### src/rtl/keypad_pkg.sv
// Shared types and helpers for the 4x4 keypad scanner.
// Key code = 4*column + row; a frame is one bit per key, indexed by key code.
package keypad_pkg;

  localparam int KEY_W    = 4;
  localparam int NUM_KEYS = 16;

  typedef enum logic [1:0] {
    IDLE,
    CONFIRM,
    HELD,
    RELEASE
  } kp_state_e;

  typedef enum logic [1:0] {
    FRAME_EMPTY,
    FRAME_SINGLE,
    FRAME_MULTI
  } frame_cls_e;

  localparam logic [1:0] MOVE_UP    = 2'd0;
  localparam logic [1:0] MOVE_DOWN  = 2'd1;
  localparam logic [1:0] MOVE_LEFT  = 2'd2;
  localparam logic [1:0] MOVE_RIGHT = 2'd3;

  function automatic frame_cls_e classify_frame(input logic [NUM_KEYS-1:0] frame);
    int unsigned n;
    n = 0;
    for (int i = 0; i < NUM_KEYS; i++) n += 32'(frame[i]);
    if (n == 0) return FRAME_EMPTY;
    else if (n == 1) return FRAME_SINGLE;
    else return FRAME_MULTI;
  endfunction

  // Only meaningful for a SINGLE frame; returns the lowest set index otherwise.
  function automatic logic [KEY_W-1:0] frame_code(input logic [NUM_KEYS-1:0] frame);
    logic [KEY_W-1:0] idx;
    idx = '0;
    for (int i = NUM_KEYS - 1; i >= 0; i--) begin
      if (frame[i]) idx = KEY_W'(i);
    end
    return idx;
  endfunction

endpackage

### src/rtl/keypad_debounce.sv
// Frame classification and press/release debounce for the keypad scanner.
// Consumes one complete 16-key frame per frame_done and emits accepted presses.
//
// state   | meaning
// IDLE    | no key accepted, no candidate
// CONFIRM | single key seen, counting matching frames
// HELD    | key accepted, waiting for empty frames
// RELEASE | counting consecutive empty frames
module keypad_debounce
  import keypad_pkg::*;
#(
  parameter int DEBOUNCE = 3
) (
  input  logic                clk,
  input  logic                reset_n,
  input  logic                frame_done,
  input  logic [NUM_KEYS-1:0] frame,
  output logic                accept,
  output logic [KEY_W-1:0]    code,
  output logic                held
);

  localparam logic [3:0] DB = 4'(DEBOUNCE);

  kp_state_e        state_q, state_d;
  logic [3:0]       cnt_q, cnt_d;
  logic [KEY_W-1:0] cand_q, cand_d;
  logic [KEY_W-1:0] code_q, code_d;
  logic             accept_q, accept_d;
  logic             held_q, held_d;

  frame_cls_e       cls;
  logic [KEY_W-1:0] fcode;
  logic [3:0]       cnt_inc;

  always_comb begin
    cls      = classify_frame(frame);
    fcode    = frame_code(frame);
    cnt_inc  = cnt_q + 4'd1;
    state_d  = state_q;
    cnt_d    = cnt_q;
    cand_d   = cand_q;
    code_d   = code_q;
    accept_d = 1'b0;
    if (frame_done) begin
      unique case (state_q)
        IDLE: begin
          if (cls == FRAME_SINGLE) begin
            cand_d = fcode;
            cnt_d  = 4'd1;
            if (DB == 4'd1) begin
              accept_d = 1'b1;
              code_d   = fcode;
              state_d  = HELD;
            end else begin
              state_d = CONFIRM;
            end
          end
        end
        CONFIRM: begin
          if (cls == FRAME_SINGLE && fcode == cand_q) begin
            cnt_d = cnt_inc;
            if (cnt_inc == DB) begin
              accept_d = 1'b1;
              code_d   = cand_q;
              state_d  = HELD;
            end
          end else begin
            cnt_d   = 4'd0;
            state_d = IDLE;
          end
        end
        HELD: begin
          if (cls == FRAME_EMPTY) begin
            if (DB == 4'd1) begin
              cnt_d   = 4'd0;
              state_d = IDLE;
            end else begin
              cnt_d   = 4'd1;
              state_d = RELEASE;
            end
          end
        end
        RELEASE: begin
          if (cls == FRAME_EMPTY) begin
            cnt_d = cnt_inc;
            if (cnt_inc == DB) begin
              cnt_d   = 4'd0;
              state_d = IDLE;
            end
          end else begin
            // any key activity during release means the key is still down
            cnt_d   = 4'd0;
            state_d = HELD;
          end
        end
        default: state_d = IDLE;
      endcase
    end
    held_d = (state_d == HELD) || (state_d == RELEASE);
  end

  always_ff @(posedge clk or negedge reset_n) begin
    if (!reset_n) begin
      state_q  <= IDLE;
      cnt_q    <= 4'd0;
      cand_q   <= '0;
      code_q   <= '0;
      accept_q <= 1'b0;
      held_q   <= 1'b0;
    end else begin
      state_q  <= state_d;
      cnt_q    <= cnt_d;
      cand_q   <= cand_d;
      code_q   <= code_d;
      accept_q <= accept_d;
      held_q   <= held_d;
    end
  end

  assign accept = accept_q;
  assign code   = code_q;
  assign held   = held_q;

endmodule

### src/rtl/keypad_scan.sv
// Scanned 4x4 keypad front end: column drive, row synchronizer, frame capture,
// and debounced key/move events for the game controller.
module keypad_scan
  import keypad_pkg::*;
#(
  parameter int SCAN_DIV = 50000,
  parameter int DEBOUNCE = 3
) (
  input  logic             clk,
  input  logic             reset_n,
  output logic [3:0]       col,
  input  logic [3:0]       row_in,
  output logic             key_valid,
  output logic [KEY_W-1:0] key_code,
  output logic             key_held,
  output logic             move_valid,
  output logic [1:0]       move_dir
);

  localparam int               CNT_W    = $clog2(SCAN_DIV);
  localparam logic [CNT_W-1:0] CNT_LAST = CNT_W'(SCAN_DIV - 1);

  logic [3:0]          sync1_q, sync1_d;
  logic [3:0]          sync2_q, sync2_d;
  logic [CNT_W-1:0]    slot_q, slot_d;
  logic [1:0]          col_idx_q, col_idx_d;
  logic [NUM_KEYS-1:0] frame_q, frame_d;
  logic                frame_done_q, frame_done_d;
  logic [1:0]          move_dir_q, move_dir_d;
  logic                tick;

  always_comb begin
    sync1_d      = row_in;
    sync2_d      = sync1_q;
    tick         = (slot_q == CNT_LAST);
    slot_d       = tick ? '0 : slot_q + CNT_W'(1);
    col_idx_d    = tick ? col_idx_q + 2'd1 : col_idx_q;
    frame_d      = frame_q;
    // rows are active-low; sampled at the end of the slot, before the column moves on
    if (tick) frame_d[col_idx_q*4 +: 4] = ~sync2_q;
    frame_done_d = tick && (col_idx_q == 2'd3);
    move_dir_d   = move_valid ? key_code[1:0] : move_dir_q;
  end

  always_ff @(posedge clk or negedge reset_n) begin
    if (!reset_n) begin
      sync1_q      <= 4'b1111;
      sync2_q      <= 4'b1111;
      slot_q       <= '0;
      col_idx_q    <= 2'd0;
      frame_q      <= '0;
      frame_done_q <= 1'b0;
      move_dir_q   <= 2'd0;
    end else begin
      sync1_q      <= sync1_d;
      sync2_q      <= sync2_d;
      slot_q       <= slot_d;
      col_idx_q    <= col_idx_d;
      frame_q      <= frame_d;
      frame_done_q <= frame_done_d;
      move_dir_q   <= move_dir_d;
    end
  end

  assign col = ~(4'b0001 << col_idx_q);

  keypad_debounce #(
    .DEBOUNCE(DEBOUNCE)
  ) u_debounce (
    .clk        (clk),
    .reset_n    (reset_n),
    .frame_done (frame_done_q),
    .frame      (frame_q),
    .accept     (key_valid),
    .code       (key_code),
    .held       (key_held)
  );

  // Direction keys occupy column 0, so a move is any code below 4.
  assign move_valid = key_valid && (key_code[3:2] == 2'b00);
  assign move_dir   = move_valid ? key_code[1:0] : move_dir_q;

endmodule
### config.mk
export PLATFORM = sky130hd
export DESIGN_NAME = keypad_scan
export DESIGN_NICKNAME = d
export VERILOG_FILES = /design/src/rtl/keypad_pkg.sv /design/src/rtl/keypad_debounce.sv /design/src/rtl/keypad_scan.sv
export SDC_FILE = /design/constraint.sdc
export NUM_CORES = 1
export LEC_CHECK = 0
export BUFFER_PORTS_ARGS = -buffer_cell sky130_fd_sc_hd__buf_4
export CAP_MARGIN = 5
export CORE_MARGIN = 2
export CORE_UTILIZATION = 40
export DETAILED_ROUTE_END_ITERATION = 8
export PLACE_DENSITY = 0.59
export SLEW_MARGIN = 20
export SYNTH_ARGS = -nofsm -noshare
export SYNTH_HDL_FRONTEND = slang
export SYNTH_HIERARCHICAL = 1
export SYNTH_SLANG_ARGS = --single-unit
### constraint.sdc
create_clock -name clk -period 6.4 [get_ports clk]
set_input_delay 0.32 -clock clk [delete_from_list [all_inputs] [get_ports clk]]
set_output_delay 0.32 -clock clk [all_outputs]
set_load 0.02 [all_outputs]
# Word-level counts from Yosys, hierarchy flattened

Cells that the tools add are included.

Input port bits: 6
Bits in latches: 0
Bits in writable memories: 0
Output and inout port bits: 13
Memory bits (read-only): 0
Memories kept: 0
Flip-flop bits (word level): 61
Word-level logic and storage cells: 100

Equality and inequality tests: 13
Add/sub/neg operators: 19
Multipliers: 0
Mux-type cells: 39
Div/mod/pow operators: 0
Order comparisons: 0
Bitwise gates (word level): 2
Shift-type cells: 3
Reductions and logical operators: 11

Operator list:

| operator                                               | number |
|---|---|
| adder 32 x 1 -> 32 bit                                 | 14 |
| two-way mux 4 bit                                      | 21 |
| negation 4 -> 34 bit                                   | 1 |
| variable shift 4 x 34 -> 16 bit (first input constant) | 1 |
| variable part select 4 x 34 -> 16 bit                  | 1 |
| == test 32 x 1 -> 1 bit (second input constant)        | 1 |
| zero test 32 bit                                       | 1 |
| two-way mux 2 bit                                      | 10 |
| adder 16 x 1 -> 16 bit (second input constant)         | 1 |
| bitwise mux 16 bit                                     | 1 |
| == test 16 bit (second input constant)                 | 1 |
| two-way mux 16 bit                                     | 1 |
| one-hot mux 4 bit (4 select lines)                     | 1 |
| == test 2 bit (second input constant)                  | 5 |
| NOT 4 bit                                              | 2 |
| one-hot mux 2 bit (4 select lines)                     | 1 |
| zero test 2 bit                                        | 3 |
| AND reduction 3 bit                                    | 2 |
| adder 4 x 1 -> 4 bit (second input constant)           | 1 |
| == test 2 x 1 -> 1 bit (second input constant)         | 2 |
| == test 4 x 2 -> 1 bit (second input constant)         | 1 |
| == test 4 bit                                          | 1 |
| two-way mux 1 bit                                      | 4 |
| != test 2 x 1 -> 1 bit (second input constant)         | 2 |
| 6 further kinds                                        | 8 |

# Longest topological paths before layout

Depth in word-level cells: 25
Gate-level depth with buffers: 21

# Modules after synthesis

Netlist, hierarchy kept.

Modules (own cells, without submodules):

| module          | times used | cells each | area an instance (um^2) |
|---|---|---|---|
| keypad_scan     | 1          | 169        | 2055.7 |
| keypad_debounce | 1          | 167        | 1517.7 |

# Least setup slack after synthesis

OpenSTA, ideal clock, no wires.

Path kind: register to register
Start: reg frame_q[0]
End: reg u_debounce.code_q[0] (netlist: u_debounce/code[0])
Setup slack: 671 ps
Path buffers: 1
Stages on the path, launching flop included: 22
Period minus slack after synthesis: 5729 ps
Required time: 6275 ps
Library setup time: 125 ps
Data arrival time: 5604 ps
Path through: dfrtp_1 > inv_1 > fa_1 > inv_1 > fa_1 > inv_1 > fa_1 > fa_1 > fa_1 > fa_1 > inv_1 > ha_1 > inv_1 > fa_1 > a211oi_1 > mux2i_1 > nor4bb_1 > buf_2 > nand2_1 > nor4_4 > nand2_4 > mux2_4

Word-level cells in the longest chain between the ends: 21
Elaborated cells on any way between the ends: 24

RTL lines:

| item                                   | line                   | source |
|---|---|---|
| start, declared                        | keypad_scan.sv:27      | `logic [NUM_KEYS-1:0] frame_q, frame_d;` |
| start signal, assigned                 | keypad_scan.sv:59      | `frame_q <= frame_d;` |
| adder 1 x 1 -> 2 bit                   | keypad_pkg.sv:29       | `for (int i = 0; i < NUM_KEYS; i++) n += 32'(frame[i]);` |
| adder 32 x 1 -> 32 bit (14 in a row)   | keypad_pkg.sv:29       |  |
| == test 32 x 1 -> 1 bit                | keypad_pkg.sv:31       | `else if (n == 1) return FRAME_SINGLE;` |
| two-way mux 2 bit                      | keypad_pkg.sv:31       |  |
| two-way mux 2 bit                      | keypad_pkg.sv:30       | `if (n == 0) return FRAME_EMPTY;` |
| == test 2 x 1 -> 1 bit                 | keypad_debounce.sv:61  | `if (cls == FRAME_SINGLE && fcode == cand_q) begin` |
| logical AND 1 bit *                    | keypad_debounce.sv:61  |  |
| AND reduction 4 bit (no source line) * | -                      |  |
| end signal, assigned                   | keypad_debounce.sv:115 | `code_q <= code_d;` |
| end, declared                          | keypad_debounce.sv:28  | `logic [KEY_W-1:0] code_q, code_d;` |

Every way passes the cells marked *; elsewhere a longest branch is shown, timed or not.
A chain may end at the register's enable or synchronous reset.

# Worst setup path after layout

Start: reg frame_q[0]
End: reg u_debounce.code_q[3] (netlist: u_debounce/code[3])

Same word-level chain as after synthesis.

==> flow_summary.ini <==
[power_and_ir_drop]
switching_power_uw = 179
p_clk_share_pct = 47.4
switching_share_pct = 23.4
combPwrFrac_pct = 1.3
p_seq_share_pct = 51.3
power.density_mw_per_mm2 = 190
p_int_uw = 586
irDropWorstVdd_v = 0.000125
p_leak_nw = 1.89

[placement]
portBuffers = 18
dp_cells = 456
dp_hpwl_um = 4800
dpl_cell_area_mm2 = 0.00381
gp_congestion = 0.800

[clocking]
root_buffer = clkbuf_8
clock_sinks = 61
path_clk_slew_ns = 0.08
cts_inserted_buffers = 9
cts_tree = built
hold_buffers = 0
htreeDepth = 3
cts_resized = 0
post_cts_buffers = 0
clk_latency_ns = 0.34
clock_path_buffers = 2

[synth]
ys.flop_type = dfrtp_1
yosysWarnings = 6
ys_types = 53
synth_seq_cells = 61
synthesis.nets = 365
synth_area_mm2 = 0.00357
async_flop_share_pct = 100
yosysSeqAreaShare_pct = 43.0
synth_edf_count = 0
postSynthCellCount = 336
synth_area_per_cell_um2 = 10.6

[detailed_routing]
vias_per_cell = 5.22
drt_iter0_markers = 88
ant_nets = 0
drt_wl_total_um = 6750
drtPass1Iterations = 4
drc = 0
route.vias.total = 2465
wl_per_cell_um = 14.3

[timing]
drv_slew = 0
worstMarginPinSlew_ns = 0.806
slew_headroom_pct = 46.3
fin_crit_sh_pct = 94.6
fin_crit_ns = 6.06
max_freq_mhz = 165
finalHoldViolCount = 0
rsz0062_at_grt = false
setup_violations = 0
fin_setup_tns_ns = 0
clock-skew-final_ns = 0.0119

[grt]
grt_antenna_before_repair = 0
met2_usage_pct = 24.0
gr-usage-all-layers_pct = 15.1
grt_max_degree = 62
grt_overflow_total = 0
grt_pass1_vias = 2447
grt_use_met3_pct = 3.97
grt_pass1_wl_um = 11800
grt_use_met1_pct = 20.3
busiest_layer = met2

[cells_and_area]
fillers = 822
n_antenna_cell = 0
fin_area_mm2 = 0.00402
final_cells = 472
final_net_count = 388
drive_gt1_share_pct = 21.2
post-route-util_pct = 46.4
syn2layout_area_growth_pct = 12.6

[setup_path]
arrival_ns = 6.27
cp_slowest_stage_delay_ns = 0.55
r2r_end = u_debounce/code[3]
crit_cells = 20
crit_fanout = 6
crit_path_end_kind = register
start_kind = register
critPathBufInv = 5
worst_path_max_delay_cell = fa_1
worst_path_dominant_cell_family = adder cells
critical_path_class = register to register
rr_startpoint = frame_q[0]
crit_chain = inv_1 -> fa_1 -> inv_1 -> fa_1 -> inv_1 -> fa_1 -> fa_1 -> fa_1 -> fa_1 -> inv_1 -> ha_1 -> inv_1 -> fa_1 -> a211oi_1 -> mux2i_1 -> nor4bb_1 -> nand2_1 -> nor4_4 -> nand2_4 -> mux2_4
ff2ff_path_depth = 20
r2r_slack_ns = 0.34
path_common_cell = fa_1
cp.required_ns = 6.62

[die]
rows = 34
initial_core_util_pct = 41.2
die_area_mm2 = 0.00971
die_y_um = 98.5
die_w_um = 98.5
io_pins = 19
core_mm2 = 0.00868

[run_status]
status = completed

[worst_hold_path]
hold_class = primary input to async pin

[job]
drv_cap = 0
-- cell families (layout without fill, tap and decap cells) --
logic type               Yosys count  count (layout)  share of synthesized area [%]
flip-flops                        61              61                           43.0
XOR/XNOR                          17              17                           4.17
AO/OA/AOI/OAI                     40              40                           7.11
multiplexers                      22              22                           8.54
adder cells (fa/ha/maj)           23              23                           10.2
buffers and inverters             41              69                           4.62
AND/OR/NAND/NOR                  132             132                           22.4
-- flip-flops by register name (all words and copies together), names as in the netlist, 2 cells and up --
name and cells:
u_debounce/state_q 2, sync2_q 4, u_debounce/cand_q 4, col_idx_q 2, move_dir_q 2, u_debounce/cnt_q 4, u_debounce/code 4, sync1_q 4
frame_q 16, slot_q 16
-- synth_stat cells, types with 4 or more instances --
| cell type | instances | area, um^2 |
|---|---|---|
| nor3_1 | 5 | 25.0 |
| dfstp_2 | 8 | 210 |
| inv_1 | 34 | 128 |
| nor4b_1 | 5 | 43.8 |
| ha_1 | 13 | 163 |
| fa_1 | 10 | 200 |
| mux2_2 | 4 | 45.0 |
| dfrtp_1 | 53 | 1330 |
| xnor2_1 | 6 | 52.6 |
| nand2_1 | 26 | 97.6 |
| nor2_1 | 22 | 82.6 |
| nand4_1 | 6 | 37.5 |
| nand2_4 | 4 | 45.0 |
| mux2_4 | 16 | 240 |
| xor2_1 | 11 | 96.3 |
| nand3_1 | 11 | 55.1 |
| nand2b_1 | 6 | 37.5 |
| a21oi_1 | 6 | 30.0 |
| nor4_1 | 7 | 43.8 |
| o21ai_0 | 18 | 90.1 |
| nor2b_1 | 19 | 119 |
-- worst reg2reg max path: cells and delay by family, from the launching register on --
family,cells,cell delay (ns)
compound gates,1,0.25
flops,1,0.43
mux,2,0.43
fa+ha+maj,8,3.44
buf+inv,5,0.33
simple gates,4,1.07
-- layout make-up --
type	instances	area [um^2]	area share (%)
Sequential cell	61	1540	38.2
Clock buffer	10	138	3.42
Inverter	34	128	3.17
Timing Repair Buffer	19	143	3.55
Multi-Input combinational cell	234	1870	46.5
Clock inverter	6	71.3	1.77
Tap cell	108	135	3.36
-- per-layer routing --
layer | vias up | part of all wire (%) | wire length (um)
met4 | 0 | 0.80 | 54
met5 | - | 0 | 0
met1 | 1205 | 48 | 3230
met3 | 5 | 4.1 | 275
met2 | 48 | 47 | 3190
li1 | 1207 | - | -
-- worst max path at each step --
stage / from / slack (ns) / endpoint
after floorplan: frame_q[0] / 0.67 / u_debounce/code[0]
after global placement: frame_q[0] / 0.52 / u_debounce/code[1]
after detailed placement: frame_q[0] / 0.29 / u_debounce/code[0]
after CTS: frame_q[0] / 0.29 / u_debounce/code[3]
after global routing: frame_q[1] / 0.03 / u_debounce/code[0]
final: frame_q[0] / 0.34 / u_debounce/code[3]
-- power groups by stage --
stage	Combinational [mW]	Clock [mW]	Sequential [mW]
2_1_floorplan	0.000986	0	0.398
6_report	0.0103	0.362	0.392
4_1_cts	0.0112	0.377	0.392
5_1_grt	0.0125	0.392	0.392
3_5_place_dp	0.0113	0	0.399
3_3_place_gp	0.0112	0	0.399
-- cells in the final DEF, fill, tap and decap left out, types with 13 or more instances in the layout --
| cell type | instances |
|---|---|
| ha_1 | 13 |
| nor2b_1 | 19 |
| mux2_4 | 16 |
| nand2_1 | 26 |
| dfrtp_1 | 53 |
| o21ai_0 | 18 |
| nor2_1 | 22 |
| inv_1 | 34 |
| buf_4 | 19 |
-- metrics by stage --
stage               worst slack [ns]  power, mW  hold slack, ns
floorplan                      0.671      0.399          0.0244
global placement               0.516      0.411           0.345
detailed placement             0.293      0.411           0.347
CTS                            0.290      0.780          0.0578
global route                  0.0300      0.796          0.0487
finish                         0.345      0.765          0.0165
(Power assumes the default switching activity.)
